===== config.mk =====
export PLATFORM = sky130hd
export DESIGN_NAME = line_clear_flat
export DESIGN_NICKNAME = d
export VERILOG_FILES = /design/src/rtl/tetris_pkg.sv /design/src/rtl/line_clear_if.sv /design/src/rtl/line_clear_score_lut.sv /design/src/rtl/line_clear.sv /design/src/flat_wrapper.sv
export SDC_FILE = /design/constraint.sdc
export NUM_CORES = 1
export LEC_CHECK = 0
export BUFFER_PORTS_ARGS = -buffer_cell sky130_fd_sc_hd__buf_2
export CAP_MARGIN = 15
export CORE_ASPECT_RATIO = 0.8
export CORE_UTILIZATION = 30
export CTS_BUF_LIST = sky130_fd_sc_hd__clkbuf_4
export DETAILED_ROUTE_END_ITERATION = 16
export SKIP_LAST_GASP = 1
export SYNTH_ARGS = -nofsm -noshare
export SYNTH_HDL_FRONTEND = slang
export SYNTH_SLANG_ARGS = --single-unit

===== constraint.sdc =====
create_clock -name clk -period 3.33 [get_ports clk]
set_input_delay 0.1665 -clock clk [delete_from_list [all_inputs] [get_ports clk]]
set_output_delay 0.1665 -clock clk [all_outputs]
set_load 0.05 [all_outputs]

===== src/rtl/tetris_pkg.sv =====
// Shared constants, types and helpers for the playfield pipeline.
// ROWS/COLS     : visible playfield size (row 0 = top, row ROWS-1 = bottom)
// row_t         : one playfield row, bit c = column c occupied
// lc_state_t    : line_clear FSM states
// line_score()  : points awarded for n rows cleared in one operation
package tetris_pkg;

    localparam int unsigned ROWS     = 20;
    localparam int unsigned COLS     = 10;
    localparam int unsigned LC_IDX_W = $clog2(ROWS);
    // One extra bit so the pointer may step past row 0 without wrapping into a valid row.
    localparam int unsigned LC_PTR_W = $clog2(ROWS) + 1;
    localparam int unsigned LC_CNT_W = $clog2(ROWS + 1);
    localparam int unsigned SCORE_W  = 20;

    typedef logic [COLS-1:0] row_t;

    typedef enum logic [1:0] {LC_IDLE, LC_SCAN, LC_FILL, LC_DONE} lc_state_t;

    function automatic logic [SCORE_W-1:0] line_score(input logic [LC_CNT_W-1:0] n);
        logic [SCORE_W-1:0] pts;
        case (n)
            LC_CNT_W'(0): pts = 20'd0;
            LC_CNT_W'(1): pts = 20'd40;
            LC_CNT_W'(2): pts = 20'd100;
            LC_CNT_W'(3): pts = 20'd300;
            default:      pts = 20'd1200;
        endcase
        return pts;
    endfunction

endpackage


===== src/rtl/line_clear_if.sv =====
// Handshake/data bundle between the piece-control FSM and the line_clear stage.
// start, grid_i          : request and playfield snapshot (driven by master)
// busy, done             : operation status (driven by slave)
// grid_o, lines_cleared  : compacted grid and rows removed (driven by slave)
// score                  : running score, present only when LINE_CLEAR_SCORE_EN is defined
interface line_clear_if;
    import tetris_pkg::*;

    logic                start;
    row_t                grid_i [ROWS];
    logic                busy;
    logic                done;
    row_t                grid_o [ROWS];
    logic [LC_CNT_W-1:0] lines_cleared;
`ifdef LINE_CLEAR_SCORE_EN
    logic [SCORE_W-1:0]  score;
`endif

    modport master (
`ifdef LINE_CLEAR_SCORE_EN
        input  score,
`endif
        output start,
        output grid_i,
        input  busy,
        input  done,
        input  grid_o,
        input  lines_cleared
    );

    modport slave (
`ifdef LINE_CLEAR_SCORE_EN
        output score,
`endif
        input  start,
        input  grid_i,
        output busy,
        output done,
        output grid_o,
        output lines_cleared
    );

endinterface


===== src/rtl/line_clear_score_lut.sv =====
// Combinational points lookup for the number of rows cleared in one operation.
// n      : rows cleared
// points : score increment
module line_score_lut
    import tetris_pkg::*;
(
    input  logic [LC_CNT_W-1:0] n,
    output logic [SCORE_W-1:0]  points
);

    assign points = line_score(n);

endmodule


===== src/rtl/line_clear.sv =====
// Row-elimination stage. On start, snapshots the playfield, drops every full row and
// compacts the survivors toward the bottom, shifting empty rows in at the top.
// Optional feature macro: LINE_CLEAR_SCORE_EN (adds a saturating running score).
// clk  : system clock
// rst  : synchronous, active-high reset
// bus  : line_clear_if.slave (start/grid_i in; busy/done/grid_o/lines_cleared[/score] out)
module line_clear
    import tetris_pkg::*;
(
    input  logic         clk,
    input  logic         rst,
    line_clear_if.slave  bus
);

    lc_state_t           state;
    row_t                grid_q [ROWS];
    logic [LC_PTR_W-1:0] rd;
    logic [LC_PTR_W-1:0] wr;
    logic [LC_CNT_W-1:0] cnt;
    logic [LC_CNT_W-1:0] cnt_next;
    logic [LC_CNT_W-1:0] lines_q;
    logic                busy_q;
    logic                done_q;
    logic                row_full;
    logic [LC_IDX_W-1:0] rd_idx;
    logic [LC_IDX_W-1:0] wr_idx;

    // Only used to index while the pointers are in range; the extra MSB guards the last step.
    assign rd_idx = rd[LC_IDX_W-1:0];
    assign wr_idx = wr[LC_IDX_W-1:0];

    always_comb begin
        row_full = &grid_q[rd_idx];
        cnt_next = row_full ? cnt + LC_CNT_W'(1) : cnt;
    end

    // Compaction happens in place: wr never drops below rd, so a copy never clobbers an
    // unread row.
    always_ff @(posedge clk) begin
        if (rst) begin
            state   <= LC_IDLE;
            busy_q  <= 1'b0;
            done_q  <= 1'b0;
            lines_q <= '0;
            rd      <= '0;
            wr      <= '0;
            cnt     <= '0;
            for (int r = 0; r < ROWS; r++) grid_q[r] <= '0;
        end else begin
            done_q <= 1'b0;
            case (state)
                LC_IDLE: begin
                    if (bus.start) begin
                        for (int r = 0; r < ROWS; r++) grid_q[r] <= bus.grid_i[r];
                        rd     <= LC_PTR_W'(ROWS - 1);
                        wr     <= LC_PTR_W'(ROWS - 1);
                        cnt    <= '0;
                        busy_q <= 1'b1;
                        state  <= LC_SCAN;
                    end
                end
                LC_SCAN: begin
                    if (!row_full) begin
                        grid_q[wr_idx] <= grid_q[rd_idx];
                        wr             <= wr - LC_PTR_W'(1);
                    end
                    rd  <= rd - LC_PTR_W'(1);
                    cnt <= cnt_next;
                    if (rd == '0) begin
                        if (cnt_next != '0) begin
                            state <= LC_FILL;
                        end else begin
                            state   <= LC_DONE;
                            done_q  <= 1'b1;
                            lines_q <= '0;
                        end
                    end
                end
                LC_FILL: begin
                    // wr starts at cnt-1 here, so reaching row 0 means cnt rows were zeroed.
                    grid_q[wr_idx] <= '0;
                    wr             <= wr - LC_PTR_W'(1);
                    if (wr == '0) begin
                        state   <= LC_DONE;
                        done_q  <= 1'b1;
                        lines_q <= cnt;
                    end
                end
                LC_DONE: begin
                    busy_q <= 1'b0;
                    state  <= LC_IDLE;
                end
                default: state <= LC_IDLE;
            endcase
        end
    end

    assign bus.busy          = busy_q;
    assign bus.done          = done_q;
    assign bus.grid_o        = grid_q;
    assign bus.lines_cleared = lines_q;

`ifdef LINE_CLEAR_SCORE_EN
    logic [SCORE_W-1:0] points;
    logic [SCORE_W:0]   score_sum;
    logic [SCORE_W-1:0] score_q;

    line_score_lut u_score_lut (
        .n      (lines_q),
        .points (points)
    );

    always_comb begin
        score_sum = {1'b0, score_q} + {1'b0, points};
    end

    // lines_q already holds this operation's count while in DONE.
    always_ff @(posedge clk) begin
        if (rst) begin
            score_q <= '0;
        end else if (state == LC_DONE) begin
            score_q <= score_sum[SCORE_W] ? '1 : score_sum[SCORE_W-1:0];
        end
    end

    assign bus.score = score_q;
`endif

endmodule

===== src/flat_wrapper.sv =====
// flat-port wrapper written by rule: the top's interface ports become plain ports
module line_clear_flat import tetris_pkg::*;
  (clk, rst, bus_start, bus_grid_i, bus_busy, bus_done, bus_grid_o, bus_lines_cleared);
  line_clear_if bus_i ();
  input  logic clk;
  input  logic rst;
  input wire logic [$bits(bus_i.start)-1:0] bus_start;
  input wire logic [$bits(bus_i.grid_i)-1:0] bus_grid_i;
  output wire logic [$bits(bus_i.busy)-1:0] bus_busy;
  output wire logic [$bits(bus_i.done)-1:0] bus_done;
  output wire logic [$bits(bus_i.grid_o)-1:0] bus_grid_o;
  output wire logic [$bits(bus_i.lines_cleared)-1:0] bus_lines_cleared;
  assign bus_i.start = bus_start;
  assign bus_i.grid_i = {>>{bus_grid_i}};
  assign bus_busy = bus_i.busy;
  assign bus_done = bus_i.done;
  assign bus_grid_o = {>>{bus_i.grid_o}};
  assign bus_lines_cleared = bus_i.lines_cleared;
  line_clear u_core (.clk(clk), .rst(rst), .bus(bus_i));
endmodule

Word-level counts from Yosys, hierarchy flattened. Index checks and enable logic that the tools add are counted.

Register bits after elaboration: 226. Bits of input ports: 203. Output and inout bits: 207. Logic and storage cells: 91.

Add/subtract/negate cells: 3. Magnitude comparators: 3. Equality and inequality tests: 8. Multiplexer cells: 31. Bitwise operators: 4. Reduce and logical (&&, ||, !) cells: 15.

Operators with widths (count): 200-bit case mux with 3 select lines (1); 200-bit 2-to-1 mux (2); 200-bit AND (1); 200-bit bitwise mux (1); 200-bit NOT (1); 10-bit binary-select mux with 5-bit select (1); 10-bit demux with 5-bit select (1); 10-bit 2-to-1 mux (3); 5-bit 2-to-1 mux (5); 5-bit case mux with 2 select lines (2); 6-bit case mux with 3 select lines (1); 6-bit greater-or-equal comparator (second input constant) (2); 6-bit zero test (2); 6-bit 2-to-1 mux (2); 5-bit NOT with 6-bit output (2); 6-bit case mux with 2 select lines (1); 6-bit by 1-bit subtractor with 6-bit output (second input constant) (2); 10-bit AND reduction (1); 2-bit case mux with 4 select lines (1); 6-bit by 1-bit < comparator with 1-bit output (second input constant) (1); 2-bit 2-to-1 mux (3); 2-bit != test (second input constant) (3); 3-bit AND reduction (2); 2-bit nonzero test (3); other kinds (12) (20).

Longest topological paths before layout. Gate-level depths: netlist of the first run.

Depth after elaboration: 10. Depth in mapped cells: 15. Gate-level depth less buffers: 9.

Least setup slack after synthesis of the first run. OpenSTA, ideal clock, no wires.

Kind: flip-flop to flip-flop. Start: reg u_core.rd[1]. End: reg u_core.lines_q[0], in the netlist u_core.bus.lines_cleared[0]. Library setup time: 117 ps. Arrival time: 2820 ps. Required time: 3213 ps. Slack: 393 ps. Cell stages (with the launch flop): 13. Path buffers: 4. Clock period less this slack: 2937 ps. Path through: dfxtp_1 buf_6 buf_6 buf_8 buf_6 mux2i_1 a22oi_1 nand3_1 o211ai_1 nand4_2 or4_4 a311o_1 a32o_1.

Word-level cells in the longest chain between the ends: 9. Elaborated cells on any way between the ends: 11. Classes of those cells: eq/ne (2); mux (4); bitwise (1); reduce/logical (4).

Ends and longest elaborated chain: start: declaration (RTL line line_clear.sv:17) `logic [LC_PTR_W-1:0] rd;`; start signal: assignment (RTL line line_clear.sv:55) `rd <= LC_PTR_W'(ROWS - 1);`; start signal: assignment (RTL line line_clear.sv:67) `rd <= rd - LC_PTR_W'(1);`; 5-bit NOT with 6-bit output (not written as such) (RTL line line_clear.sv:33) `row_full = &grid_q[rd_idx];`; 10-bit binary-select mux with 5-bit select (RTL line line_clear.sv:33); 10-bit 2-to-1 mux (not written as such) (2 in a row) (RTL line line_clear.sv:33); 10-bit AND reduction (RTL line line_clear.sv:33); 5-bit 2-to-1 mux (RTL line line_clear.sv:34) `cnt_next = row_full ? cnt + LC_CNT_W'(1) : cnt;`; 5-bit nonzero test (RTL line line_clear.sv:70) `if (cnt_next != '0) begin`; 2-bit != test (no line); 4-bit AND reduction (no line) (*); end signal: assignment (RTL line line_clear.sv:86) `lines_q <= cnt;`; end: declaration (RTL line line_clear.sv:21) `logic [LC_CNT_W-1:0] lines_q;`.

Mark *: on every way between the ends. The rest lies on a longest branch, timed or not. The select of a mux whose other input is x is not followed. A chain may end at the register's enable or synchronous reset.

Worst setup path in the final report of the first run.
Start: reg u_core.rd[0]. End: reg u_core.grid_q, in the netlist u_core.bus.grid_o[88].

Word-level cells in the longest chain between the ends: 7. Elaborated cells on any way between the ends: 10. Classes of those cells: eq/ne (1); mux (6); bitwise (1); reduce/logical (2).

Ends and longest elaborated chain: 5-bit NOT with 6-bit output (not written as such) (*) (RTL line line_clear.sv:33, line_clear.sv:64); 10-bit binary-select mux with 5-bit select (*) (RTL line line_clear.sv:33, line_clear.sv:64); 10-bit 2-to-1 mux (not written as such) (*) (2 in a row) (RTL line line_clear.sv:33, line_clear.sv:64); 10-bit AND reduction or 200-bit bitwise mux (tied branches) (RTL line line_clear.sv:33, line_clear.sv:64); 2-bit != test (no line) or 200-bit 2-to-1 mux (tied branches); 3-bit AND reduction (no line) or 200-bit case mux with 3 select lines (tied branches); end signal: indexed assignment (RTL line line_clear.sv:64) `grid_q[wr_idx] <= grid_q[rd_idx];`; end: declaration (RTL line line_clear.sv:16) `row_t grid_q [ROWS];`.

Marks and branches as above.

==> out/results.txt, run 1 <==
Grouping stages by cell kind, the critical path spends the most delay in compound AO/OA/AOI/OAI gates. The clock input transition at the sequential cells of the worst setup and hold paths is 0.07 ns, and the final setup skew is 0.0544 ns. The logs give 0.456 for the met2 usage and 0.0135 mm^2 for the combined area of all synthesized cells.

The cell depth of the worst min-delay path is 4. Final setup TNS: 0 ns. TritonCTS built the clock tree. The net count after synthesis was 1943; the path depth of the worst reg2reg path was 10. The post-route fraction of the period consumed by the critical path is 0.992. Delay of the slowest cell on the worst path: 0.66 ns.

The tools report the number of global-route vias before repair as 16119. The worst hold path begins at bus_grid_i[38]. The run finished with clean final reports. For the final design utilization, the log shows 0.439. In the synthesized netlist, the cells that appear most often are 431 x nand2_1, 226 x dfxtp_1, 225 x a21oi_1. Library cell with the largest summed area after synthesis: dfxtp_1. Routed wire length: 74900 um. The tools report the number of nets in the final layout as 2554.

The layer with the highest usage is met2. The startpoint identified for the worst register-to-register timing path is u_core.rd[0]$_SDFFE_PP0P_. The final critical delay including setup and external delays is 3.30 ns, and the worst slack at placement is -0.125 ns.

Counting distinct cell types in the post-synthesis netlist gives 55. Setup violations remaining at the end of the flow were counted as 0. The logs give 0.0460 mm^2 for the area enclosed by the die boundary and 226 for the number of sinks on the clock net. The dominant synthesized flop cell is dfxtp_1. Number of input and output port buffers inserted: 409. Root buffer cell: clkbuf_4. The proportion of synthesized flip-flops having asynchronous set or reset was 0. The signal on the critical path passes through buf_12 > mux4_1 > and2_1 > a31oi_1 > a22o_1 > nand4bb_1 > o31a_2 > buf_12 > o211ai_1 > a21oi_1. For the global router's overall resource usage, the log shows 0.314. The number of violations of the max-capacitance limit was 0.

Clock latency on the worst-skew pair, taken at its later pin, is 0.81 ns. For this run, the detailed router's first-pass iteration total came to 5. Final hold analysis gives a worst-case slack of 0.201 ns. Entering global routing, the biggest net connects 104 pins.

The type of the tightest min-delay check was in2reg. In the routed design, unresolved DRC markers number 0. The worst path meets setup with 0.0270 ns of slack.

Met3 usage: 0.0763. Setup repair after global routing could not meet its margin everywhere. The logs give 0.334 for the proportion of synthesized chip area in sequential cells and 3 for the H-tree depth reported by CTS. The areal power density over the cells is 1240 mW/mm^2, and the residual antenna-violating net count after detailed routing is 0. In this run the number of cells on the critical path is 10. After detailed placement, the total cell area comes to 0.0165 mm^2.

After routing the design area is 0.0195 mm^2. The tools report the startpoint of the most critical setup path as u_core.rd[0]$_SDFFE_PP0P_. Fraction of final layout cells sized beyond drive strength 1: 0.275. The number of pins with negative max-slew slack in the final report was 0. The number of storage elements in the synthesis netlist is 226, and the worst-case headroom to the max-slew limit is 0.413. The run gives 0 as the yosys synthesis warning count. The number of antenna violations at the first check in global routing is 11. The detailed placer's ending HPWL is 51700 um.

Summed over all cells, the static leakage comes to 7.79 nW. Summed over all layers, the global routing overflow is 0. For the worst setup path, the data required time is 4.03 ns. The tools report the largest buffer count on any clock path as 3.

Clock tree synthesis inserted a total of 69 buffers. The met1 demand-to-capacity share in global routing was 0.450; the mean instance size in the synthesized netlist was 7.82 um^2. The die is 192 um tall.

The floorplan has 69 rows. The critical path contains buffers and inverters numbering 2 combined. The die boundary width came out at 239 um. Dividing the detail-routed wire length by the instance count gives 25.0 um. The number of synthesized flops with an enable pin is 0, and the transition at the pin with the smallest max-transition slack is 0.877 ns. The highest fanout seen on the critical path came out at 83. The run gives 17484 as the number of vias in the routed layout. After detailed routing, the number of vias per cell comes to 5.84.

The data arrival at the endpoint of the critical path is 4.00 ns, and the area share of the largest cell type after synthesis is 0.334. At the end of routability-driven placement, the weighted congestion stood at 0.942. The run gives 2469 as the number of DRC markers in iteration 0. The worst setup path is launched from a register. The tools report the initial core utilization as 0.304. Type of element capturing the critical path: a register.

The cell with the most instances after synthesis is nand2_1. For the peak supply drop, the log shows 0.000669 V. The first global-routing pass estimated 106000 um of wire. For the final hold violation count, the log shows 0. Sorting the synthesized cells by area gives the leading types as dfxtp_1 33%, a22oi_1 12%, nand2_1 12%. The core outline area was 0.0445 mm^2; the area growth from synthesis to layout was 44.2%.

The cell repeated most along the worst path is buf_12. The cell type of the slowest stage on the worst timing path is mux4_1. The critical path class was reg2reg. Static timing analysis puts the maximum clock frequency at 303 MHz. Counting every instance in the synthesized netlist gives 1730. For the count of pins on the block boundary, the log shows 410.
-- cell type report --
class	instances	area, um^2
Timing Repair Buffer	708	5080
Multi-Input combinational cell	1327	8250
Sequential cell	226	4530
Clock inverter	16	114
Antenna cell	8	20.0
Clock buffer	98	736
Inverter	9	33.8
Tap cell	603	754
Fill cell	4392	24900
-- report_power, final --
part           leakage (nW)  total, mW  switching, mW  internal, mW
logic                  5.42       15.9           11.2          4.71
registers              1.87       5.42           1.68          3.74
clock network         0.509       2.88           1.39          1.50
total                  7.79       24.2           14.3          9.95
-- flip-flops by register name, indices dropped and copies added (netlist names) --
| signal | flops |
|---|---|
| u_core.bus.done | 1 |
| u_core.bus.busy | 1 |
| u_core.state | 2 |
| u_core.bus.grid_o | 200 |
| u_core.rd | 6 |
| u_core.bus.lines_cleared | 5 |
| u_core.cnt | 5 |
| u_core.wr | 6 |
-- per-layer routing --
layer  up-vias  share of wire  wire [um]
met5         -        0.00017         13
met1      8361           0.43      32200
met4         2          0.031       2340
li1       7727              -          -
met3       162           0.12       8610
met2      1232           0.42      31700
-- per-stage QoR --
step                power [mW]  instances
finish                    24.2       2995
global route              25.3       2993
CTS                       23.8       2985
detailed placement        20.6       2663
global placement          20.5       2663
floorplan                 15.0       1730
-- worst min-delay path, stage by stage --
cell and delay, ns:
dlygate4sd3_1 0.52, buf_2 0.11, o211ai_1 0.08, a21oi_1 0.11
-- placed cells by master (no fill, tap or decap), types with 3 or more instances in the layout --
master,synthesis,routed
a22oi_1,219,218
nor3_1,4,4
buf_2,33,408
and2_1,6,6
inv_1,8,8
o211ai_1,203,203
o21ai_0,12,12
nor2_1,44,44
nand2_1,431,431
buf_4,0,74
nand2b_1,3,3
mux4_2,30,30
nor3b_1,3,3
nand3b_1,4,4
a311oi_1,5,5
diode_2,0,8
clkbuf_4,0,98
a22o_1,3,3
dfxtp_1,226,223
clkinv_1,0,11
inv_2,1,3
mux2i_1,41,41
nand3_1,13,13
nor2b_1,7,7
mux2_2,5,5
a31oi_1,10,10
a21o_1,4,4
a32o_1,6,6
dlygate4sd3_1,0,203
or3_1,5,5
and3_1,4,4
a21oi_1,225,225
buf_12,0,20
ha_1,10,9
-- what timing repair did --
item                                    4_1_cts  5_1_grt
hold buffers                                203        0
resized for setup                             0        2
gates cloned                                  0        1
hold endpoints to repair                    214        0
buffers inserted                              5        1
endpoints found under the setup margin        9      182
-- kinds of logic after synthesis --
| family | after synthesis | share of synthesized area |
|---|---|---|
| buf+inv | 177 | 0.0582 |
| xor+xnor | 2 | 0.00129 |
| compound gates | 701 | 0.348 |
| simple gates | 536 | 0.161 |
| mux | 78 | 0.0883 |
| fa+ha+maj | 10 | 0.00924 |
| flops | 226 | 0.334 |
-- worst paths after layout --
kind | to | slack (ns)
setup reg to reg | u_core.bus.grid_o[88]$_SDFFE_PP0P_ | 0.03
setup / recovery | u_core.bus.grid_o[88]$_SDFFE_PP0P_ | 0.03
hold / removal | u_core.bus.grid_o[38]$_SDFFE_PP0P_ | 0.20
hold reg to reg | u_core.bus.grid_o[4]$_SDFFE_PP0P_ | 0.49
Note: power is estimated with default switching activity, not from simulation.
==> run 2: changes to the inputs <==
- CORE_UTILIZATION: 30 -> 40
==> run 2 against run 1 <==
Effect of this change: count of clock-buffer cells in the layout down 3; first-iteration DRC count down 7.4%; power shrank 0.70%; critical path depth grew 2; design area about the same; register-to-register slack about the same.
==> out/results.txt, run 2 (synthesized netlist as in run 1, its figures left out) <==
The flow ran to the end, and the final reports show no timing, DRC or antenna violations. The tools report the end of the worst register-to-register path as u_core.bus.lines_cleared[4]$_SDFFE_PP0P_ (was u_core.bus.grid_o[88]$_SDFFE_PP0P_). The post-route fraction of the period consumed by the critical path was 0.988 (was 0.992). The final setup skew is 0.0368 ns (was 0.0544 ns), and the number of DRC markers in iteration 0 is 2286 (was 2469). The logs give 17404 (was 17484) for the number of vias in the routed layout and 101000 um (was 106000 um) for the wire length of the first global-routing pass. The final hold violation count came out at 0 (unchanged).

For the peak supply drop, the log shows 0.000710 V (was 0.000669 V). The worst slack at placement was -0.405 ns (was -0.125 ns); the area used by multi-input combinational logic was 0.00829 mm^2 (was 0.00825 mm^2). The commonest non-fill, non-tap cell in the layout was nand2_1 (unchanged). The routed length per instance is 24.7 um (was 25.0 um), and the DRC violations left is 0 (unchanged).

Layer with the highest usage: met2 (unchanged). The fraction of final layout cells sized beyond drive strength 1 is 0.285 (was 0.275), and the final critical delay including setup and external delays is 3.29 ns (was 3.30 ns). The type of element capturing the critical path is a register (unchanged).

The total congestion overflow after global routing was 0 (unchanged); the initial core utilization was 0.411 (was 0.304). The height of the die was 167 um (was 192 um); the number of input and output port buffers inserted was 409 (unchanged). Data required time of the worst path: 3.95 ns (was 4.03 ns).

The run gives 0.173 (was 0.413) as the worst-case headroom to the max-slew limit. TritonCTS built the clock tree. The final design utilization is 0.593 (was 0.439).

The tools report the cell area after layout as 0.0195 mm^2 (about the same). Setup repair after global routing left no endpoint under its margin. The global router's overall resource usage was 0.384 (was 0.314). Ratio of routed vias to standard cells: 6.14 (was 5.84).

The core outline area is 0.0329 mm^2 (was 0.0445 mm^2). The final weighted congestion in routability-driven placement is 0.960 (was 0.942), and the transition at the pin with the smallest max-transition slack is 1.24 ns (was 0.877 ns). The logs give 0 (unchanged) for the number of pins with negative max-slew slack in the final report and 3.91 ns (was 4.00 ns) for the data arrival at the endpoint of the critical path. The path depth of the worst reg2reg path works out to 12 (was 10).

The die boundary width is 208 um (was 239 um), and the setup slack on the worst flop-to-flop path is 0.04 ns (was 0.03 ns). The count of pins on the block boundary is 410 (unchanged), and the met3 usage is 0.0992 (was 0.0763). The clock input transition at the sequential cells of the worst setup and hold paths was 0.07 ns (about the same); the met2 usage was 0.559 (was 0.456).

Areal power density over the cells: 1230 mW/mm^2 (was 1240 mW/mm^2). The H-tree depth reported by CTS is 3 (unchanged), and the number of flip-flops in the largest register is 200 (unchanged). The maximum clock rate came out at 304 MHz (was 303 MHz).

The total clock buffers created by CTS was 66 (was 69). The number of antenna violations at the first check in global routing came out at 4 (was 11). The critical path class is reg2reg (unchanged).

Least setup slack across all paths after layout: 0.0389 ns (was 0.0270 ns). The clock latency at the later pin of the worst-skew pair was 0.71 ns (was 0.81 ns). The number of nets in the final layout is 2582 (was 2554). The count of final setup violators is 0 (unchanged), and the sequential cell area is 0.00453 mm^2 (unchanged). The detailed placer's ending HPWL was 47300 um (was 51700 um); the area growth from synthesis to layout was 44.1% (was 44.2%). The site row count was 59 (was 69); the number of sinks on the clock net was 226 (unchanged). Endpoint of the worst setup timing path: u_core.bus.lines_cleared[4]$_SDFFE_PP0P_ (was u_core.bus.grid_o[88]$_SDFFE_PP0P_).

The residual antenna-violating net count after detailed routing came out at 0 (unchanged). The area enclosed by the die boundary was 0.0346 mm^2 (was 0.0460 mm^2); the largest net degree at the start of global routing was 82 (was 104). The number of global-route vias before repair was 15740 (was 16119).

The run gives 6 (was 5) as the iteration count of the initial detailed-routing pass. Startpoint of the most critical setup path: u_core.rd[0]$_SDFFE_PP0P_ (unchanged). Most frequent cells in the layout: 431 x nand2_1, 408 x buf_2, 225 x a21oi_1 (unchanged). The largest buffer count on any clock path is 3 (unchanged), and the met1 demand-to-capacity share in global routing is 0.541 (was 0.450).

The total leakage power was 7.94 nW (was 7.79 nW). The highest fanout seen on the critical path is 14 (was 83). The tools report the critical path launch point type as a register (unchanged). The placement-stage cell area is 0.0165 mm^2 (about the same). Type of the tightest min-delay check: in2reg (unchanged).

The logs give 0 (unchanged) for the number of violations of the max-capacitance limit and 69900 um (was 74900 um) for the routed wire length. The reg-to-reg startpoint is u_core.rd[0]$_SDFFE_PP0P_ (unchanged). The final-layout fill cell count is 3054 (was 4392). The root buffer cell is clkbuf_4 (unchanged).
-- run 2: cell type report --
type / instances / share of cell area
multi-input cells: 1327 / 0.425
inverters: 9 / 0.00173
clock inverters: 8 / 0.00160
clock buffers: 95 / 0.0366
flip-flops and latches: 226 / 0.232
diodes: 3 / 0.000385
repair buffers: 739 / 0.275
well taps: 427 / 0.0274
-- run 2: power breakdown --
group          switching (mW)  internal (mW)
Sequential               1.50           3.74
Clock                    1.28           1.29
Combinational            11.2           5.02
Total                    14.0           10.1
-- run 2: what timing repair did --
| item | 4_1_cts | 5_1_grt |
|---|---|---|
| setup buffers | 7 | 6 |
| setup endpoints to repair | 212 | 164 |
| endpoints found under the hold margin | 202 | 0 |
| pin swaps | 2 | 3 |
| resized for setup | 7 | 7 |
| cloned | 0 | 2 |
| hold buffers | 203 | 0 |
-- run 2: how the worst min path moves through the flow --
stage | startpoint | end | slack, ns | cells past startpoint
final | bus_grid_i[15] | u_core.bus.grid_o[15]$_SDFFE_PP0P_ | 0.31 | 4
after global placement | bus_grid_i[100] | u_core.bus.grid_o[100]$_SDFFE_PP0P_ | 0.45 | 3
after floorplan | bus_grid_i[0] | u_core.bus.grid_o[0]$_SDFFE_PP0P_ | 0.37 | 2
after CTS | bus_grid_i[107] | u_core.bus.grid_o[107]$_SDFFE_PP0P_ | 0.26 | 4
after global routing | bus_grid_i[128] | u_core.bus.grid_o[128]$_SDFFE_PP0P_ | 0.29 | 4
after detailed placement | bus_grid_i[128] | u_core.bus.grid_o[128]$_SDFFE_PP0P_ | 0.46 | 3
-- run 2: through the flow --
step / power (mW) / setup TNS, ns / instances / hold slack [ns]
2_1_floorplan: 15.0 / 0 / 1730 / 0.368
3_3_place_gp: 20.3 / -55.03 / 2505 / 0.455
3_5_place_dp: 20.5 / -61.99 / 2505 / 0.462
4_1_cts: 23.4 / 0 / 2818 / 0.258
5_1_grt: 25.1 / 0 / 2832 / 0.287
6_report: 24.1 / 0 / 2834 / 0.310
-- run 2: worst max-delay path, cell delays in order, from the launching register on --
cell and delay, ns:
dfxtp_4 0.49, buf_6 0.22, buf_4 0.18, mux4_2 0.37, mux2i_2 0.29, o211ai_1 0.24, buf_4 0.21, nand4bb_2 0.15
buf_4 0.13, o21ai_0 0.12, buf_4 0.20, a311oi_4 0.42, a32o_1 0.18
-- run 2: layer usage --
metal,share of wire,routed length [um],up-vias
li1,-,-,7784
met1,0.42,29400,8240
met2,0.42,29600,1226
met3,0.12,8630,152
met4,0.033,2320,2
met5,0.00019,13,-
